--- src/rtl/exe_muldiv_if.sv ---
// Request/response bundle for the exe_muldiv iterative multiply/divide unit.
// Ports:
//   in_valid/in_ready  request handshake (op, word, op1, op2 qualify it)
//   flush              abandon any in-flight operation
//   out_valid/out_ready result handshake (result qualifies it)
//   busy               unit is in CALC or DONE
interface exe_muldiv_if #(
    parameter int XLEN = 64
);
    logic            in_valid;
    logic            in_ready;
    logic [2:0]      op;
    logic            word;
    logic [XLEN-1:0] op1;
    logic [XLEN-1:0] op2;
    logic            flush;
    logic            out_valid;
    logic            out_ready;
    logic [XLEN-1:0] result;
    logic            busy;

    modport master (
        output in_valid, op, word, op1, op2, flush, out_ready,
        input  in_ready, out_valid, result, busy
    );

    modport slave (
        input  in_valid, op, word, op1, op2, flush, out_ready,
        output in_ready, out_valid, result, busy
    );
endinterface

--- src/rtl/exe_muldiv.sv ---
// Iterative RISC-V M-extension execute unit: radix-2 shift-add multiply and
// restoring divide, one bit per cycle, with fast paths for divide-by-zero,
// signed overflow and word-mode MULH*.
// Ports:
//   clk    rising-edge clock
//   rst_n  asynchronous active-low reset
//   bus    exe_muldiv_if.slave request/response bundle
// Timing: the accept edge captures prepared operands; the following edge
// either completes a fast-path result (DONE) or enters CALC for N cycles.
module exe_muldiv #(
    parameter int XLEN = 64,
    parameter int W_EN = 1
) (
    input  logic         clk,
    input  logic         rst_n,
    exe_muldiv_if.slave  bus
);
    localparam logic [1:0] IDLE = 2'b00;
    localparam logic [1:0] CALC = 2'b01;
    localparam logic [1:0] DONE = 2'b10;
    localparam int         CW   = $clog2(XLEN);
    localparam logic [XLEN-1:0] ONE = XLEN'(1);

    logic [1:0]        state;
    logic              pend;      // operands captured, decision made next edge
    logic [CW-1:0]     cnt;
    logic [2:0]        op_q;
    logic              wd_q;
    logic              sgn1_q;
    logic              sgn2_q;
    logic [XLEN-1:0]   mag1_q;
    logic [XLEN-1:0]   mag2_q;
    logic [XLEN-1:0]   result_q;
    logic [2*XLEN-1:0] acc;       // mul: {partial hi, multiplier}; div: {rem, dividend/quotient}

    function automatic logic [XLEN-1:0] sext32(input logic [XLEN-1:0] v);
        return XLEN'($signed(v[31:0]));
    endfunction

    function automatic logic [XLEN-1:0] apply_sign(input logic [XLEN-1:0] v,
                                                   input logic neg, input logic wd);
        logic [XLEN-1:0] t;
        t = neg ? -v : v;
        return wd ? sext32(t) : t;
    endfunction

    // In word mode the product ends up left-shifted by XLEN-32 inside acc,
    // so the low word sits at acc[XLEN-1 -: 32].
    function automatic logic [XLEN-1:0] select_result(input logic [2:0] o, input logic wd,
                                                      input logic n1, input logic n2,
                                                      input logic [2*XLEN-1:0] a);
        logic [2*XLEN-1:0] p;
        logic [XLEN-1:0]   r;
        p = (n1 ^ n2) ? -a : a;
        case (o)
            3'b000:                 r = wd ? sext32(XLEN'(p[XLEN-1 -: 32])) : p[XLEN-1:0];
            3'b001, 3'b010, 3'b011: r = p[2*XLEN-1:XLEN];
            3'b100, 3'b101:         r = apply_sign(a[XLEN-1:0], n1 ^ n2, wd);
            default:                r = apply_sign(a[2*XLEN-1:XLEN], n1, wd);
        endcase
        return r;
    endfunction

    // Operand preparation from the live request
    logic            wd_in, s1_in, s2_in, n1_in, n2_in;
    logic [XLEN-1:0] e1_in, e2_in, m1_in, m2_in;

    always_comb begin
        wd_in = bus.word && (W_EN != 0) && (XLEN == 64);
        s1_in = (bus.op == 3'b001) || (bus.op == 3'b010) || (bus.op == 3'b100) || (bus.op == 3'b110);
        s2_in = (bus.op == 3'b001) || (bus.op == 3'b100) || (bus.op == 3'b110);
        e1_in = bus.op1;
        e2_in = bus.op2;
        if (wd_in) begin
            e1_in = s1_in ? sext32(bus.op1) : XLEN'(bus.op1[31:0]);
            e2_in = s2_in ? sext32(bus.op2) : XLEN'(bus.op2[31:0]);
        end
        n1_in = s1_in && e1_in[XLEN-1];
        n2_in = s2_in && e2_in[XLEN-1];
        m1_in = n1_in ? -e1_in : e1_in;
        m2_in = n2_in ? -e2_in : e2_in;
    end

    // One iteration step: shift-add for multiply, restoring subtract for divide
    logic [XLEN:0]     mul_sum, rem_sh, diff;
    logic [2*XLEN-1:0] acc_nx;

    always_comb begin
        mul_sum = {1'b0, acc[2*XLEN-1:XLEN]} + (acc[0] ? {1'b0, mag1_q} : '0);
        rem_sh  = {acc[2*XLEN-1:XLEN], acc[XLEN-1]};
        diff    = rem_sh - {1'b0, mag2_q};
        if (!op_q[2])
            acc_nx = {mul_sum, acc[XLEN-1:1]};
        else if (!diff[XLEN])
            acc_nx = {diff[XLEN-1:0], acc[XLEN-2:0], 1'b1};
        else
            acc_nx = {rem_sh[XLEN-1:0], acc[XLEN-2:0], 1'b0};
    end

    // Fast-path detection on the captured operands
    logic            div_zero, ovf, wd_mulh, fast;
    logic [XLEN-1:0] fast_val;

    always_comb begin
        div_zero = op_q[2] && (mag2_q == '0);
        ovf      = op_q[2] && !op_q[0] && sgn1_q && sgn2_q && (mag2_q == ONE) &&
                   (mag1_q == (wd_q ? (ONE << 31) : (ONE << (XLEN-1))));
        wd_mulh  = wd_q && !op_q[2] && (op_q != 3'b000);
        fast     = div_zero || ovf || wd_mulh;
        fast_val = '0;
        if (div_zero)
            fast_val = op_q[1] ? apply_sign(mag1_q, sgn1_q, wd_q) : '1;
        else if (ovf)
            fast_val = op_q[1] ? '0 : apply_sign(mag1_q, sgn1_q, wd_q);
    end

    always_ff @(posedge clk or negedge rst_n) begin
        if (!rst_n) begin
            state    <= IDLE;
            pend     <= 1'b0;
            cnt      <= '0;
            op_q     <= '0;
            wd_q     <= 1'b0;
            sgn1_q   <= 1'b0;
            sgn2_q   <= 1'b0;
            mag1_q   <= '0;
            mag2_q   <= '0;
            result_q <= '0;
            acc      <= '0;
        end else if (bus.flush) begin
            state <= IDLE;
            pend  <= 1'b0;
            cnt   <= '0;
        end else begin
            case (state)
                IDLE: begin
                    if (pend) begin
                        pend <= 1'b0;
                        if (fast) begin
                            result_q <= fast_val;
                            state    <= DONE;
                        end else begin
                            state <= CALC;
                            cnt   <= wd_q ? CW'(31) : CW'(XLEN-1);
                        end
                    end else if (bus.in_valid) begin
                        pend   <= 1'b1;
                        op_q   <= bus.op;
                        wd_q   <= wd_in;
                        sgn1_q <= n1_in;
                        sgn2_q <= n2_in;
                        mag1_q <= m1_in;
                        mag2_q <= m2_in;
                        // dividend is left-aligned so its top bit is always acc[XLEN-1]
                        acc    <= !bus.op[2] ? {{XLEN{1'b0}}, m2_in}
                                             : {{XLEN{1'b0}}, (wd_in ? (m1_in << (XLEN-32)) : m1_in)};
                    end
                end
                CALC: begin
                    acc <= acc_nx;
                    cnt <= cnt - 1'b1;
                    if (cnt == '0) begin
                        state    <= DONE;
                        result_q <= select_result(op_q, wd_q, sgn1_q, sgn2_q, acc_nx);
                    end
                end
                DONE: begin
                    if (bus.out_ready)
                        state <= IDLE;
                end
                default: state <= IDLE;
            endcase
        end
    end

    assign bus.in_ready  = (state == IDLE) && !pend;
    assign bus.out_valid = (state == DONE);
    assign bus.result    = (state == DONE) ? result_q : '0;
    assign bus.busy      = (state != IDLE);
endmodule

--- src/flat_wrapper.sv ---
// flat-port wrapper written by rule: the top's interface ports become plain ports
module exe_muldiv_flat 
#(
    parameter int XLEN = 64,
    parameter int W_EN = 1
)
  (clk, rst_n, bus_in_valid, bus_op, bus_word, bus_op1, bus_op2, bus_flush, bus_out_ready, bus_in_ready, bus_out_valid, bus_result, bus_busy);
  exe_muldiv_if #(.XLEN(XLEN)) bus_i ();
  input  logic clk;
  input  logic rst_n;
  input wire logic [$bits(bus_i.in_valid)-1:0] bus_in_valid;
  input wire logic [$bits(bus_i.op)-1:0] bus_op;
  input wire logic [$bits(bus_i.word)-1:0] bus_word;
  input wire logic [$bits(bus_i.op1)-1:0] bus_op1;
  input wire logic [$bits(bus_i.op2)-1:0] bus_op2;
  input wire logic [$bits(bus_i.flush)-1:0] bus_flush;
  input wire logic [$bits(bus_i.out_ready)-1:0] bus_out_ready;
  output wire logic [$bits(bus_i.in_ready)-1:0] bus_in_ready;
  output wire logic [$bits(bus_i.out_valid)-1:0] bus_out_valid;
  output wire logic [$bits(bus_i.result)-1:0] bus_result;
  output wire logic [$bits(bus_i.busy)-1:0] bus_busy;
  assign bus_i.in_valid = bus_in_valid;
  assign bus_i.op = bus_op;
  assign bus_i.word = bus_word;
  assign bus_i.op1 = bus_op1;
  assign bus_i.op2 = bus_op2;
  assign bus_i.flush = bus_flush;
  assign bus_i.out_ready = bus_out_ready;
  assign bus_in_ready = bus_i.in_ready;
  assign bus_out_valid = bus_i.out_valid;
  assign bus_result = bus_i.result;
  assign bus_busy = bus_i.busy;
  exe_muldiv #(.XLEN(XLEN), .W_EN(W_EN)) u_core (.clk(clk), .rst_n(rst_n), .bus(bus_i));
endmodule
--- config.mk ---
export PLATFORM = sky130hd
export DESIGN_NAME = exe_muldiv_flat
export DESIGN_NICKNAME = d
export VERILOG_FILES = /design/src/rtl/exe_muldiv_if.sv /design/src/rtl/exe_muldiv.sv /design/src/flat_wrapper.sv
export SDC_FILE = /design/constraint.sdc
export NUM_CORES = 2
export LEC_CHECK = 0
export CAP_MARGIN = 20
export CORE_MARGIN = 4
export CORE_UTILIZATION = 53
export CTS_BUF_LIST = sky130_fd_sc_hd__clkbuf_8
export CTS_CLUSTER_DIAMETER = 150
export DETAILED_ROUTE_END_ITERATION = 10
export PLACE_DENSITY_LB_ADDON = 0.15
export SYNTH_ARGS = -nofsm -noshare
export SYNTH_HDL_FRONTEND = slang
export SYNTH_SLANG_ARGS = --single-unit
export TNS_END_PERCENT = 10
--- constraint.sdc ---
create_clock -name clk -period 13.8 [get_ports clk]
set_input_delay 4.14 -clock clk [delete_from_list [all_inputs] [get_ports clk]]
set_output_delay 4.14 -clock clk [all_outputs]
set_load 0.03 [all_outputs]
==> qor_table.md <==
| Metric | This run | Unit |
| --- | --- | --- |
| Worst reg2reg setup slack | 4.57 | ns |
| Beginning of the worst register-to-register path | u_core.acc[63]$_DFFE_PN0P_ | - |
| Class of the tightest hold or removal check | flip-flop to flip-flop | - |
| Top-Level Pins | 204 | - |
| Critical Path RT | 14.41 | ns |
| Slew at the pin closest to its max-slew limit | 1.291 | ns |
| Maximum clock frequency | 108.4 | MHz |
| Synth top area share | 0.2142 | - |
| Max-slew violations | 0 | - |
| Number of hold buffers added after CTS | 0 | - |
| Most common cell after layout, fill and taps aside | sky130_fd_sc_hd__nand2_1 | - |
| FFs w/ async S/R, synth | 1.000 | - |
| Die outline width | 279.8 | um |
| Number of cells in the design after placement | 6,326 | - |
| Minimum hold slack | 0.4781 | ns |
| Final number of hold-violating endpoints | 0 | - |
| Detailed placer's ending HPWL | 152,800 | um |
| Portion of the clock cycle consumed by the worst path in the final layout | 0.6687 | - |
| Synth top area cells | sky130_fd_sc_hd__dfrtp_1 21%, sky130_fd_sc_hd__o21ai_0 7.7%, sky130_fd_sc_hd__nand2_1 6.6% | - |
| WP data arrival | 9.84 | ns |
| Final-layout setup total negative slack | 0 | ns |
| Reg2reg path depth | 30 | - |
| Root buf cell | sky130_fd_sc_hd__clkbuf_8 | - |
| Worst-path maximum fanout | 27 | - |
| Post-CTS repair timing setup buffer count | 0 | - |
| First-pass iteration count of the detailed router | 9 | - |
| Number of nets with antenna violations after routing | 0 | - |
| Clk_skew | 0.04779 | ns |
| Xor/xnor cell area share of the yosys netlist | 0.09084 | - |
| Synthesis Warnings | 0 | - |
| Die Area | 78,270 | sq um |
| Adder-cell area share of the yosys netlist | 0.04417 | - |
| Cells after synthesis | 5,430 | - |
| Reg clk slew, reported paths | 0.06 | ns |
| FILL cells | 7,091 | - |
| Dominant register cell in the synthesized netlist | sky130_fd_sc_hd__dfrtp_1 | - |
| Power density of the placed cells | 300.1 | nW/um^2 |
| Global-route wire length before repair | 278,300 | um |
| Status | completed | - |
| Number of register bits inferred by synthesis | 335 | - |
| Critical register-to-register path endpoint | u_core.result_q[38]$_DFFE_PN0P_ | - |
| Setup-failing EPs final | 0 | - |
| Critical Path Sink | u_core.result_q[38]$_DFFE_PN0P_ | - |
| Routability congestion estimate from global placement | 1.086 | - |
| Initial DRC count | 6,802 | - |
| Post-detailed-route via-to-cell ratio | 7.076 | - |
| Initial antenna violation count | 11 | - |
| Clock latency reported for the late side of the worst-skew pair | 0.69 | ns |
| Leakage component of the power | 17.20 | nW |
| Cell Area, Placed | 41,710 | sq um |
| Detailed-route wire length | 195,300 | um |
| Quantity of I/O buffers inserted on ports | 203 | - |
| Overall power consumption | 0.01291 | W |
| Unique masters post-synth | 125 | - |
| Starting Density | 0.5356 | - |
| Main combinational cell family by area after synthesis | compound AO/OA/AOI/OAI gates | - |
| Cell with the largest stage delay on the worst path | sky130_fd_sc_hd__and4_1 | - |
| Final global-route overflow total | 0 | - |
| Unrepaired setup endpoints after global routing | false | - |
| Vias after detailed routing | 45,636 | - |
| Yosys top cell by area | sky130_fd_sc_hd__dfrtp_1 | - |
| Resize count post-CTS | 0 | - |
| Largest stage delay on the critical path | 0.71 | ns |
| TritonCTS Buffers | 67 | - |
| Type of the worst setup path | flip-flop to flip-flop | - |
| Cell Area, Synth | 39,150 | sq um |
| Category of the worst setup path capture point | flip-flop | - |
| Buffers from clock root to sink, at most | 3 | - |
| Most frequent cells in the layout | 684 x sky130_fd_sc_hd__nand2_1, 606 x sky130_fd_sc_hd__o21ai_0, 464 x sky130_fd_sc_hd__nor2_1 | - |
| Average instance area after synthesis | 7.209 | sq um |
| Number of violations of the max-capacitance limit | 0 | - |
| Total routing usage reported by global routing | 0.4776 | - |
| Headroom to the max-slew limit | 0.1322 | - |
| CTS tree | yes | - |
| Number of DRC violations after detailed routing | 0 | - |
| Count of flip-flops with a built-in enable after synthesis | 0 | - |
| Crit start category | flip-flop | - |
| Final cell count without fillers | 6,449 | - |
| Multiplexer area fraction after synthesis | 0.04053 | - |
| Vertical die dimension | 279.8 | um |
| Final non-filler cell area | 43,030 | sq um |
| Synth Net Count | 5,704 | - |
| Core Region | 73,080 | sq um |
| Launch point of the critical path | u_core.acc[63]$_DFFE_PN0P_ | - |
| Standard-cell row count | 99 | - |
| Clock net sink count | 335 | - |
| Largest net degree at the start of global routing | 190 | - |
| H-tree depth | 3 | - |
| Synthesis-to-layout area growth | 9.915 | % |
| Maximum vdd ir drop | 176.4 | uV |
| Start point of the worst min-delay path | u_core.mag2_q[9]$_DFFE_PN0P_ | - |
| Synth Area in Compound Gates | 0.3028 | - |
| Fraction of final layout cells with drive strength greater than 1 | 0.07299 | - |
| Sequential share of the synthesized area | 0.2142 | - |
| Nets | 5,710 | - |
| Via count of the first global-routing pass | 41,359 | - |
| Minimum period implied by the final worst setup slack | 9.227 | ns |
| Simple-gate portion of the synthesized area | 0.2564 | - |
| WL per Instance | 30.29 | um |
-- registers in the layout, summed over array words and instances, names as in the netlist --
name	count
u_core.acc	128
u_core.cnt	6
u_core.mag1_q	64
u_core.mag2_q	64
u_core.op_q	3
u_core.pend	1
u_core.result_q	64
u_core.sgn1_q	1
u_core.sgn2_q	1
u_core.state	2
u_core.wd_q	1
-- per-layer routing --
layer,global-route usage,share of wire,wire [um],vias up
li1,-,-,-,19987
met1,0.5941,0.36,71240,21437
met2,0.6861,0.40,78870,3364
met3,0.1429,0.13,24810,844
met4,0.3822,0.10,20360,4
met5,0,0.00029,57,-
-- kinds of logic (layout without fill, tap and decap cells) --
group           after synthesis  in the layout
compound gates             1853           1853
simple gates               2061           2061
fa+ha+maj                   137            137
buf+inv                     488            538
mux                         150            150
flops                       335            335
xor+xnor                    406            406
other cells                   0             10
-- critical path, delay by kind of cell (launching register included) --
family	cells	cell delay, ns
DFF	1	0.49
xor gates and xnor gates	1	0.16
adders and majority gates	3	0.86
buffers and inverters	4	0.73
and+or+nand+nor	13	4.43
AOI/OAI and AO/OA	9	2.47
-- synth_stat cells (30+ instances only) --
cell type,number
sky130_fd_sc_hd__o31ai_1,101
sky130_fd_sc_hd__nand4_1,89
sky130_fd_sc_hd__ha_1,135
sky130_fd_sc_hd__a21o_1,67
sky130_fd_sc_hd__a22o_1,47
sky130_fd_sc_hd__buf_2,53
sky130_fd_sc_hd__nand2b_1,32
sky130_fd_sc_hd__a22oi_1,30
sky130_fd_sc_hd__nor3_1,149
sky130_fd_sc_hd__clkbuf_1,261
sky130_fd_sc_hd__nand2_1,685
sky130_fd_sc_hd__xor2_1,187
sky130_fd_sc_hd__o211ai_1,52
sky130_fd_sc_hd__nor2_1,470
sky130_fd_sc_hd__inv_1,122
sky130_fd_sc_hd__o21ai_0,606
sky130_fd_sc_hd__a21oi_1,434
sky130_fd_sc_hd__a31oi_1,79
sky130_fd_sc_hd__dfrtp_1,335
sky130_fd_sc_hd__mux2i_1,84
sky130_fd_sc_hd__nand3_1,96
sky130_fd_sc_hd__nor4_1,86
sky130_fd_sc_hd__or3_1,70
sky130_fd_sc_hd__o41ai_1,36
sky130_fd_sc_hd__xnor2_1,219
sky130_fd_sc_hd__and3_1,52
sky130_fd_sc_hd__o22ai_1,32
sky130_fd_sc_hd__or2_2,30
sky130_fd_sc_hd__mux2_2,65
sky130_fd_sc_hd__a211oi_1,41
sky130_fd_sc_hd__and2_1,155
-- where the power goes --
group	switching (W)	internal, W
Sequential	0.000822	0.00140
Combinational	0.00665	0.00298
Clock	0.000505	0.000555
-- area by class of cell --
class | count | area (sq um) | share of cell area
diodes | 10 | 25.02 | 0.0005816
clock buffers | 75 | 1032 | 0.02399
clock inverters | 38 | 261.5 | 0.006078
inverters | 127 | 476.7 | 0.01108
multi-input cells | 4607 | 28890 | 0.6714
flip-flops and latches | 335 | 8392 | 0.1950
well taps | 959 | 1200 | 0.02789
repair buffers | 298 | 2753 | 0.06398
-- worst min path at each step --
stage / endpoint / slack [ns] / depth (start not counted)
3_5_place_dp: u_core.mag2_q[3]$_DFFE_PN0P_ / 0.47 / 2
6_report: u_core.mag2_q[9]$_DFFE_PN0P_ / 0.48 / 2
2_1_floorplan: u_core.result_q[3]$_DFFE_PN0P_ / 0.44 / 2
3_3_place_gp: u_core.mag2_q[7]$_DFFE_PN0P_ / 0.46 / 2
5_1_grt: u_core.mag2_q[11]$_DFFE_PN0P_ / 0.50 / 2
4_1_cts: u_core.mag2_q[9]$_DFFE_PN0P_ / 0.48 / 2
-- metrics by stage --
stage	util	worst slack [ns]
finish	0.5887	4.573
detailed placement	0.5707	4.693
floorplan	-	5.898
global placement	0.5707	4.804
global route	0.5884	4.356
CTS	0.5884	4.965
Power figures use the tool's default switching activity.
